$ cat config.mk
export PLATFORM = sky130hd
export DESIGN_NAME = wshb_arbiter_flat
export DESIGN_NICKNAME = d
export VERILOG_FILES = /design/src/rtl/wshb_arbiter_if.sv /design/src/rtl/wshb_arbiter.sv /design/src/flat_wrapper.sv
export SDC_FILE = /design/constraint.sdc
export NUM_CORES = 1
export LEC_CHECK = 0
export BUFFER_PORTS_ARGS = -buffer_cell sky130_fd_sc_hd__buf_2
export CAP_MARGIN = 20
export CELL_PAD_IN_SITES_DETAIL_PLACEMENT = 0
export CELL_PAD_IN_SITES_GLOBAL_PLACEMENT = 1
export CORE_AREA = 2 2 131 133
export DETAILED_ROUTE_END_ITERATION = 8
export DIE_AREA = 0 0 133 135
export GPL_TIMING_DRIVEN = 0
export PLACE_DENSITY_LB_ADDON = 0.1
export SLEW_MARGIN = 20
export SYNTH_ARGS = -nofsm -noshare
export SYNTH_HDL_FRONTEND = slang
export SYNTH_SLANG_ARGS = --single-unit
$ cat constraint.sdc
create_clock -name sys_clk -period 3.6 [get_ports sys_clk]
set_input_delay 0.18 -clock sys_clk [delete_from_list [all_inputs] [get_ports sys_clk]]
set_output_delay 0.18 -clock sys_clk [all_outputs]
set_load 0.01 [all_outputs]
$ cat src/rtl/wshb_arbiter_if.sv
// Wishbone B4 classic bus bundle (32-bit data, 4 byte lanes) shared by the arbiter's
// master-side and slave-side ports.
interface wshb_arbiter_if;
  logic        cyc;
  logic        stb;
  logic        we;
  logic [31:0] adr;
  logic [31:0] dat_ms;
  logic [31:0] dat_sm;
  logic [3:0]  sel;
  logic [2:0]  cti;
  logic [1:0]  bte;
  logic        ack;
  logic        err;
  logic        rty;

  modport master (output cyc, stb, we, adr, dat_ms, sel, cti, bte,
                  input  ack, err, rty, dat_sm);
  modport slave  (input  cyc, stb, we, adr, dat_ms, sel, cti, bte,
                  output ack, err, rty, dat_sm);
endinterface

$ cat src/rtl/wshb_arbiter.sv
// Two-master round-robin Wishbone arbiter, granting whole cyc spans to the SDRAM slave.
// Optional stall watchdog enabled by defining WSHB_ARB_TIMEOUT_EN.
module wshb_arbiter #(
  parameter int TIMEOUT = 1023
) (
  input  logic           sys_clk,
  input  logic           sys_rst,
  wshb_arbiter_if.slave  m0,
  wshb_arbiter_if.slave  m1,
  wshb_arbiter_if.master s,
  output logic [1:0]     grant
);
  localparam logic [1:0] ST_IDLE = 2'd0;
  localparam logic [1:0] ST_G0   = 2'd1;
  localparam logic [1:0] ST_G1   = 2'd2;

  logic [1:0] state_q, state_d;
  logic       last_q, last_d;
  logic [1:0] m_cyc, elig;
  logic       own_stb, s_resp, abort;

  assign m_cyc   = {m1.cyc, m0.cyc};
  assign s_resp  = s.ack | s.err | s.rty;
  assign own_stb = (state_q == ST_G0) ? m0.stb :
                   (state_q == ST_G1) ? m1.stb : 1'b0;

`ifdef WSHB_ARB_TIMEOUT_EN
  localparam logic [15:0] CNT_LAST = 16'(TIMEOUT - 1);

  logic [15:0] cnt_q, cnt_d;
  logic [1:0]  mask_q, mask_d;

  // Abort in the cycle the count hits its limit while still stalled.
  assign abort = own_stb & ~s_resp & (cnt_q == CNT_LAST);
  assign elig  = m_cyc & ~mask_q;

  always_comb begin
    cnt_d = cnt_q + 16'd1;
    if (!own_stb || s_resp || abort || (state_d != state_q)) cnt_d = '0;
  end

  // An aborted master stays locked out until it drops cyc at least once.
  always_comb begin
    mask_d = (mask_q | ({2{abort}} & {state_q == ST_G1, state_q == ST_G0})) & m_cyc;
  end

  always_ff @(posedge sys_clk) begin
    if (sys_rst) begin
      cnt_q  <= '0;
      mask_q <= '0;
    end else begin
      cnt_q  <= cnt_d;
      mask_q <= mask_d;
    end
  end
`else
  assign abort = 1'b0;
  assign elig  = m_cyc;
`endif

  always_comb begin
    state_d = state_q;
    last_d  = last_q;
    case (state_q)
      ST_IDLE: begin
        if (elig == 2'b11)  state_d = last_q ? ST_G0 : ST_G1;
        else if (elig[0])   state_d = ST_G0;
        else if (elig[1])   state_d = ST_G1;
      end
      ST_G0: begin
        if (!m0.cyc || abort) begin
          last_d  = 1'b0;
          state_d = elig[1] ? ST_G1 : ST_IDLE;
        end
      end
      ST_G1: begin
        if (!m1.cyc || abort) begin
          last_d  = 1'b1;
          state_d = elig[0] ? ST_G0 : ST_IDLE;
        end
      end
      default: state_d = ST_IDLE;
    endcase
  end

  always_ff @(posedge sys_clk) begin
    if (sys_rst) begin
      state_q <= ST_IDLE;
      last_q  <= 1'b1;
    end else begin
      state_q <= state_d;
      last_q  <= last_d;
    end
  end

  assign grant     = {state_q == ST_G1, state_q == ST_G0};
  assign m0.dat_sm = s.dat_sm;
  assign m1.dat_sm = s.dat_sm;

  always_comb begin
    s.cyc    = 1'b0;
    s.stb    = 1'b0;
    s.we     = 1'b0;
    s.adr    = '0;
    s.dat_ms = '0;
    s.sel    = '0;
    s.cti    = '0;
    s.bte    = '0;
    m0.ack   = 1'b0;
    m0.err   = 1'b0;
    m0.rty   = 1'b0;
    m1.ack   = 1'b0;
    m1.err   = 1'b0;
    m1.rty   = 1'b0;
    case (state_q)
      ST_G0: begin
        s.cyc    = m0.cyc & ~abort;
        s.stb    = m0.stb & ~abort;
        s.we     = m0.we;
        s.adr    = m0.adr;
        s.dat_ms = m0.dat_ms;
        s.sel    = m0.sel;
        s.cti    = m0.cti;
        s.bte    = m0.bte;
        m0.ack   = s.ack;
        m0.err   = s.err | abort;
        m0.rty   = s.rty;
      end
      ST_G1: begin
        s.cyc    = m1.cyc & ~abort;
        s.stb    = m1.stb & ~abort;
        s.we     = m1.we;
        s.adr    = m1.adr;
        s.dat_ms = m1.dat_ms;
        s.sel    = m1.sel;
        s.cti    = m1.cti;
        s.bte    = m1.bte;
        m1.ack   = s.ack;
        m1.err   = s.err | abort;
        m1.rty   = s.rty;
      end
      default: ;
    endcase
  end
endmodule

$ cat src/flat_wrapper.sv
// flat-port wrapper written by rule: the top's interface ports become plain ports
module wshb_arbiter_flat 
#(
  parameter int TIMEOUT = 1023
)
  (sys_clk, sys_rst, grant, m0_cyc, m0_stb, m0_we, m0_adr, m0_dat_ms, m0_sel, m0_cti, m0_bte, m0_ack, m0_err, m0_rty, m0_dat_sm, m1_cyc, m1_stb, m1_we, m1_adr, m1_dat_ms, m1_sel, m1_cti, m1_bte, m1_ack, m1_err, m1_rty, m1_dat_sm, s_cyc, s_stb, s_we, s_adr, s_dat_ms, s_sel, s_cti, s_bte, s_ack, s_err, s_rty, s_dat_sm);
  wshb_arbiter_if m0_i ();
  wshb_arbiter_if m1_i ();
  wshb_arbiter_if s_i ();
  input  logic sys_clk;
  input  logic sys_rst;
  output logic [1:0] grant;
  input wire logic [$bits(m0_i.cyc)-1:0] m0_cyc;
  input wire logic [$bits(m0_i.stb)-1:0] m0_stb;
  input wire logic [$bits(m0_i.we)-1:0] m0_we;
  input wire logic [$bits(m0_i.adr)-1:0] m0_adr;
  input wire logic [$bits(m0_i.dat_ms)-1:0] m0_dat_ms;
  input wire logic [$bits(m0_i.sel)-1:0] m0_sel;
  input wire logic [$bits(m0_i.cti)-1:0] m0_cti;
  input wire logic [$bits(m0_i.bte)-1:0] m0_bte;
  output wire logic [$bits(m0_i.ack)-1:0] m0_ack;
  output wire logic [$bits(m0_i.err)-1:0] m0_err;
  output wire logic [$bits(m0_i.rty)-1:0] m0_rty;
  output wire logic [$bits(m0_i.dat_sm)-1:0] m0_dat_sm;
  input wire logic [$bits(m1_i.cyc)-1:0] m1_cyc;
  input wire logic [$bits(m1_i.stb)-1:0] m1_stb;
  input wire logic [$bits(m1_i.we)-1:0] m1_we;
  input wire logic [$bits(m1_i.adr)-1:0] m1_adr;
  input wire logic [$bits(m1_i.dat_ms)-1:0] m1_dat_ms;
  input wire logic [$bits(m1_i.sel)-1:0] m1_sel;
  input wire logic [$bits(m1_i.cti)-1:0] m1_cti;
  input wire logic [$bits(m1_i.bte)-1:0] m1_bte;
  output wire logic [$bits(m1_i.ack)-1:0] m1_ack;
  output wire logic [$bits(m1_i.err)-1:0] m1_err;
  output wire logic [$bits(m1_i.rty)-1:0] m1_rty;
  output wire logic [$bits(m1_i.dat_sm)-1:0] m1_dat_sm;
  output wire logic [$bits(s_i.cyc)-1:0] s_cyc;
  output wire logic [$bits(s_i.stb)-1:0] s_stb;
  output wire logic [$bits(s_i.we)-1:0] s_we;
  output wire logic [$bits(s_i.adr)-1:0] s_adr;
  output wire logic [$bits(s_i.dat_ms)-1:0] s_dat_ms;
  output wire logic [$bits(s_i.sel)-1:0] s_sel;
  output wire logic [$bits(s_i.cti)-1:0] s_cti;
  output wire logic [$bits(s_i.bte)-1:0] s_bte;
  input wire logic [$bits(s_i.ack)-1:0] s_ack;
  input wire logic [$bits(s_i.err)-1:0] s_err;
  input wire logic [$bits(s_i.rty)-1:0] s_rty;
  input wire logic [$bits(s_i.dat_sm)-1:0] s_dat_sm;
  assign m0_i.cyc = m0_cyc;
  assign m0_i.stb = m0_stb;
  assign m0_i.we = m0_we;
  assign m0_i.adr = m0_adr;
  assign m0_i.dat_ms = m0_dat_ms;
  assign m0_i.sel = m0_sel;
  assign m0_i.cti = m0_cti;
  assign m0_i.bte = m0_bte;
  assign m0_ack = m0_i.ack;
  assign m0_err = m0_i.err;
  assign m0_rty = m0_i.rty;
  assign m0_dat_sm = m0_i.dat_sm;
  assign m1_i.cyc = m1_cyc;
  assign m1_i.stb = m1_stb;
  assign m1_i.we = m1_we;
  assign m1_i.adr = m1_adr;
  assign m1_i.dat_ms = m1_dat_ms;
  assign m1_i.sel = m1_sel;
  assign m1_i.cti = m1_cti;
  assign m1_i.bte = m1_bte;
  assign m1_ack = m1_i.ack;
  assign m1_err = m1_i.err;
  assign m1_rty = m1_i.rty;
  assign m1_dat_sm = m1_i.dat_sm;
  assign s_cyc = s_i.cyc;
  assign s_stb = s_i.stb;
  assign s_we = s_i.we;
  assign s_adr = s_i.adr;
  assign s_dat_ms = s_i.dat_ms;
  assign s_sel = s_i.sel;
  assign s_cti = s_i.cti;
  assign s_bte = s_i.bte;
  assign s_i.ack = s_ack;
  assign s_i.err = s_err;
  assign s_i.rty = s_rty;
  assign s_i.dat_sm = s_dat_sm;
  wshb_arbiter #(.TIMEOUT(TIMEOUT)) u_core (.sys_clk(sys_clk), .sys_rst(sys_rst), .m0(m0_i), .m1(m1_i), .s(s_i), .grant(grant));
endmodule
* Yosys cells after proc, flatten, opt, wreduce, memory -nomap -nowiden *
Cells that the tools add are included.

storage, ports and cells
  input port bits = 189
  output and inout bits = 148
  register bits after elaboration = 3
  logic and storage cells = 38

cells by class
  mux-type cells = 26
  eq/ne operators = 6
  reduce and logical (&&, ||, !) cells = 4

operator list
  kind                                                    count
  case mux 32 bit (2 select lines)                        2
  2-to-1 mux 2 bit                                        7
  2-to-1 mux 1 bit                                        9
  case mux 1 bit (2 select lines)                         4
  case mux 4 bit (2 select lines)                         1
  case mux 2 bit (3 select lines)                         1
  case mux 3 bit (2 select lines)                         1
  AND reduction 3 bit                                     2
  equality test 2 bit (second input constant)             2
  inequality test 2 bit (second input constant)           2
  inequality test 4 x 3 -> 1 bit (second input constant)  1
  case mux 2 bit (2 select lines)                         1
  equality test 2 x 1 -> 1 bit (second input constant)    1
  zero test 2 bit                                         1
  nonzero test 2 bit                                      1

* Depth between registers and ports, before layout *
  word-level depth = 4
  gate-level depth with buffers = 7
  mapped depth without buffers = 6

* Least setup slack after synthesis *
No wires, ideal clock.

  kind = register to output
  start point = reg u_core.state_q[1]
  end point = out s_adr[23]
  buffers on the path = 2
  stages on the path, launching flop included = 7
  data arrival time = 1.347 ns
  data required time = 3.420 ns
  setup slack = 2.073 ns
  cell sequence = dfxtp_1 > inv_1 > ha_1 > buf_6 > clkbuf_1 > a22oi_1 > nor2b_1

between the ends
  word-level cells in the longest chain between the ends = 2
  elaborated cells between the ends (all ways) = 3
  classes of those cells = eq/ne (2); mux (1)

ends and longest elaborated chain
  element                           RTL line             text
  start, declared                   wshb_arbiter.sv:17   logic [1:0] state_q, state_d;
  start signal, assigned            wshb_arbiter.sv:91   state_q <= state_d;
  equality test 2 x 1 -> 1 bit      n/a
  named net grant[0]                flat_wrapper.sv:12   output logic [1:0] grant;
  case mux 32 bit (2 select lines)  wshb_arbiter.sv:115  case (state_q)
  end, declared                     flat_wrapper.sv:40   output wire logic [$bits(s_i.adr)-1:0] s_adr;

The timed path passes the listed nets, and every way through them passes these cells.

* Final worst setup path *
  start point = reg u_core.state_q[0]
  end point = out s_adr[30]

between the ends
  word-level cells in the longest chain between the ends = 2
  elaborated cells between the ends (all ways) = 3
  classes of those cells = eq/ne (2); mux (1)

ends and longest elaborated chain
  element                                                                     RTL line
  equality test 2 bit / equality test 2 x 1 -> 1 bit (equally long branches)  n/a
  case mux 32 bit (2 select lines) (*)                                        wshb_arbiter.sv:115

Mark *: on every way between the ends. The rest lies on a longest branch, timed or not.

==> results.json <==
{
  "status": "complete, no violations",
  "syn_area_per_cell_um2": 7.03,
  "drive_gt1_frac": 0.664,
  "path_max_fanout": 10,
  "antenna_found_initial": 2,
  "syn_area_um2": 1950,
  "synth.area.mux_share": 0,
  "clk_pin_slew_worst_paths_ps": 30,
  "synth_top_family_by_area": "compound AO/OA/AOI/OAI gates",
  "clock_path_buffers": 2,
  "yosysTopAreaCell": "a22oi_1",
  "rsz0062_at_grt": "no",
  "nFillCells": 1883,
  "cts.sinks": 3,
  "design_area_um2": 3830,
  "grt_pass1_wl_um": 16000,
  "wl_per_cell_um": 13.8,
  "remaining_drc_errors": 0,
  "gp_congestion": 0.712,
  "criticalPathCategory": "register to output pin",
  "clk_latency_ps": 220,
  "final_common_cell": "buf_2",
  "timing.final.crit_share": 0.622,
  "drt_iter0_markers": 69,
  "nNetsFinal": 781,
  "tightestPinTransition_ps": 498,
  "worst_slack_ps": 1360,
  "drv_cap": 0,
  "die_w_um": 133,
  "dpl_cell_area_um2": 3750,
  "multi_input_area_um2": 1270,
  "slew_viol_final": 0,
  "netlist_instances": 278,
  "cts_tree": "built",
  "track_usage": 0.111,
  "clock.fmax_mhz": 447,
  "fin_util": 0.233,
  "irDropWorstVdd_uv": 212,
  "grt_overflow": 0,
  "post_cts_resize_count": 0,
  "synth_top_area_frac": 0.292,
  "numCtsBuffers": 3,
  "ys_warn_count": 0,
  "setup_tns_ps": 0,
  "rows": 47,
  "crit_family": "buffers and inverters",
  "drtPass1Iterations": 4,
  "setup_viol": 0,
  "hold_viol_final": 0,
  "sw_frac_of_total": 0.460,
  "synth_xor_area_frac": 0,
  "slew_headroom": 0.668,
  "dpl.hpwl_um": 9510,
  "start_util": 0.119,
  "drtAntennaViolNets": 0,
  "grt_pass1_vias": 3079,
  "dieHeight_um": 135,
  "r2r-start": "u_core.state_q[0]",
  "comb_power_share": 0.826,
  "period_needed_ps": 2240,
  "dieArea_um2": 18000,
  "vias_per_cell": 3.85,
  "crit_required_ps": 3420,
  "h-tree-depth": 1,
  "syn_nets": 472,
  "core_area_um2": 16400,
  "yosys.area_share.adder": 0.0320,
  "reg2regPathDepth": 7,
  "ys_ff_latch": 3,
  "min_path_type": "input pin to register",
  "numPortBuffers": 304,
  "final_cell_mix": "buf_2, a22oi_1, nor2b_1, buf_4, clkbuf_1",
  "cp.buffers_inverters": 4,
  "max_stage_delay_ps": 390,
  "holdPathEnd": "u_core.state_q[1]",
  "cts_root_buf": "clkbuf_16",
  "r2r_setup_slack_ps": 1980,
  "preCtsSetupSlack_ps": 1510,
  "skew_ps": 1.61,
  "ys_seq_area_frac": 0.0307,
  "cp-end-kind": "output pin",
  "whs_path_depth": 2,
  "cts.hold.buffers_added": 0,
  "post_cts_buffers": 0,
  "synth-simple-area-share": 0.285,
  "netlist-cell-type-count": 24,
  "grt_max_degree": 11,
  "p_leak_nw": 2.08,
  "cp_slowest_cell": "ha_1",
  "drt_wl_total_um": 11100,
  "synthTopCellsByArea": "a22oi_1, buf_4, nor2b_1, ha_1, dfxtp_1",
  "worstHoldStart": "sys_rst",
  "timing.rr.end": "u_core.state_q[1]",
  "p_clk_frac": 0.135,
  "arrival_ps": 2060,
  "switching_power_mw": 0.600,
  "num_antenna_cells": 0,
  "seq_area_um2": 60.1,
  "via_count": 3102,
  "synth_compound_area_frac": 0.333,
  "p_seq_frac": 0.039,
  "path_cells": "inv_1, ha_1, clkbuf_2, clkbuf_1, nor2b_1, buf_2",
  "crit_path_start_kind": "register",
  "p_int_mw": 0.705,
  "pwr_density_cell_nw_per_um2": 341,
  "ioPinCount": 337,
  "area.growth.synth_to_final_pct": 96.0
}
[cell usage after synthesis]
cell and n:
a21o_1 1, a211o_1 1, nand2b_1 4, a21oi_1 2, nand2_1 1, nor2b_1 76
inv_1 3, a32oi_1 1, a21oi_2 1, clkbuf_2 1, nor2_1 2, and2_1 6
a22oi_2 1, o21bai_1 1, clkbuf_1 12, nand3b_1 1, a22oi_1 76, buf_2 11
ha_1 5, a211oi_1 1, o21ai_2 1, buf_6 1, buf_4 66, dfxtp_1 3
[final cells by class]
type,count,share of cell area
plain buffers,91,0.160
multi-input cells,181,0.332
repair buffers,304,0.397
flip-flops and latches,3,0.0157
inverters,3,0.00294
well taps,220,0.0719
clock buffers,4,0.0206
[per-stage QoR]
step                      hold WS [ps]  power (mW)  std cells
after CTS                          151        1.33        806
after global placement             375        1.15        802
after global routing               163        1.44        806
after floorplan                    242       0.735        278
final                              148        1.30        806
after detailed placement           380        1.15        802
[kinds of logic after synthesis]
logic type | Yosys count
buffers and inverters | 94
adder cells (fa/ha/maj) | 5
AND/OR/NAND/NOR | 90
AO/OA/AOI/OAI | 86
flip-flops | 3
[routing by layer]
| layer | GRT usage | vias to the layer above | routed length [um] |
|---|---|---|---|
| met3 | 0.0248 | 9 | 1020 |
| met2 | 0.230 | 191 | 6140 |
| met5 | 0 | - | 13 |
| met4 | 0.0143 | 2 | 79 |
| met1 | 0.115 | 1375 | 3850 |
| li1 | - | 1525 | - |
[how the worst max path moves through the flow]
stage | start | end | slack [ps] | cells after the start
after global placement | u_core.state_q[0] | s_adr[26] | 1500 | 6
after floorplan | u_core.state_q[1] | s_adr[23] | 2070 | 6
after detailed placement | u_core.state_q[0] | s_adr[30] | 1510 | 6
after CTS | u_core.state_q[0] | s_adr[30] | 1250 | 6
final | u_core.state_q[0] | s_adr[30] | 1360 | 6
after global routing | u_core.state_q[0] | s_adr[24] | 1060 | 6
[worst reg2reg max path, stage by stage, from the launching register on]
cell and delay [ps]:
dfxtp_1 370, inv_1 100, ha_1 220, buf_2 180
a22oi_2 220, o21ai_2 100, a211o_1 250, a21oi_2 110
[flip-flops by register name, indices dropped and copies added (netlist names)]
name,cells
u_core.last_q,1
u_core.state_q,2
[power groups by stage]
stage	registers (mW)	logic, mW	clock network [mW]
global route	0.0528	1.20	0.182
detailed placement	0.0514	1.10	0
finish	0.0507	1.08	0.176
floorplan	0.0492	0.686	0
CTS	0.0509	1.10	0.179
global placement	0.0517	1.10	0
(Power assumes the default switching activity.)
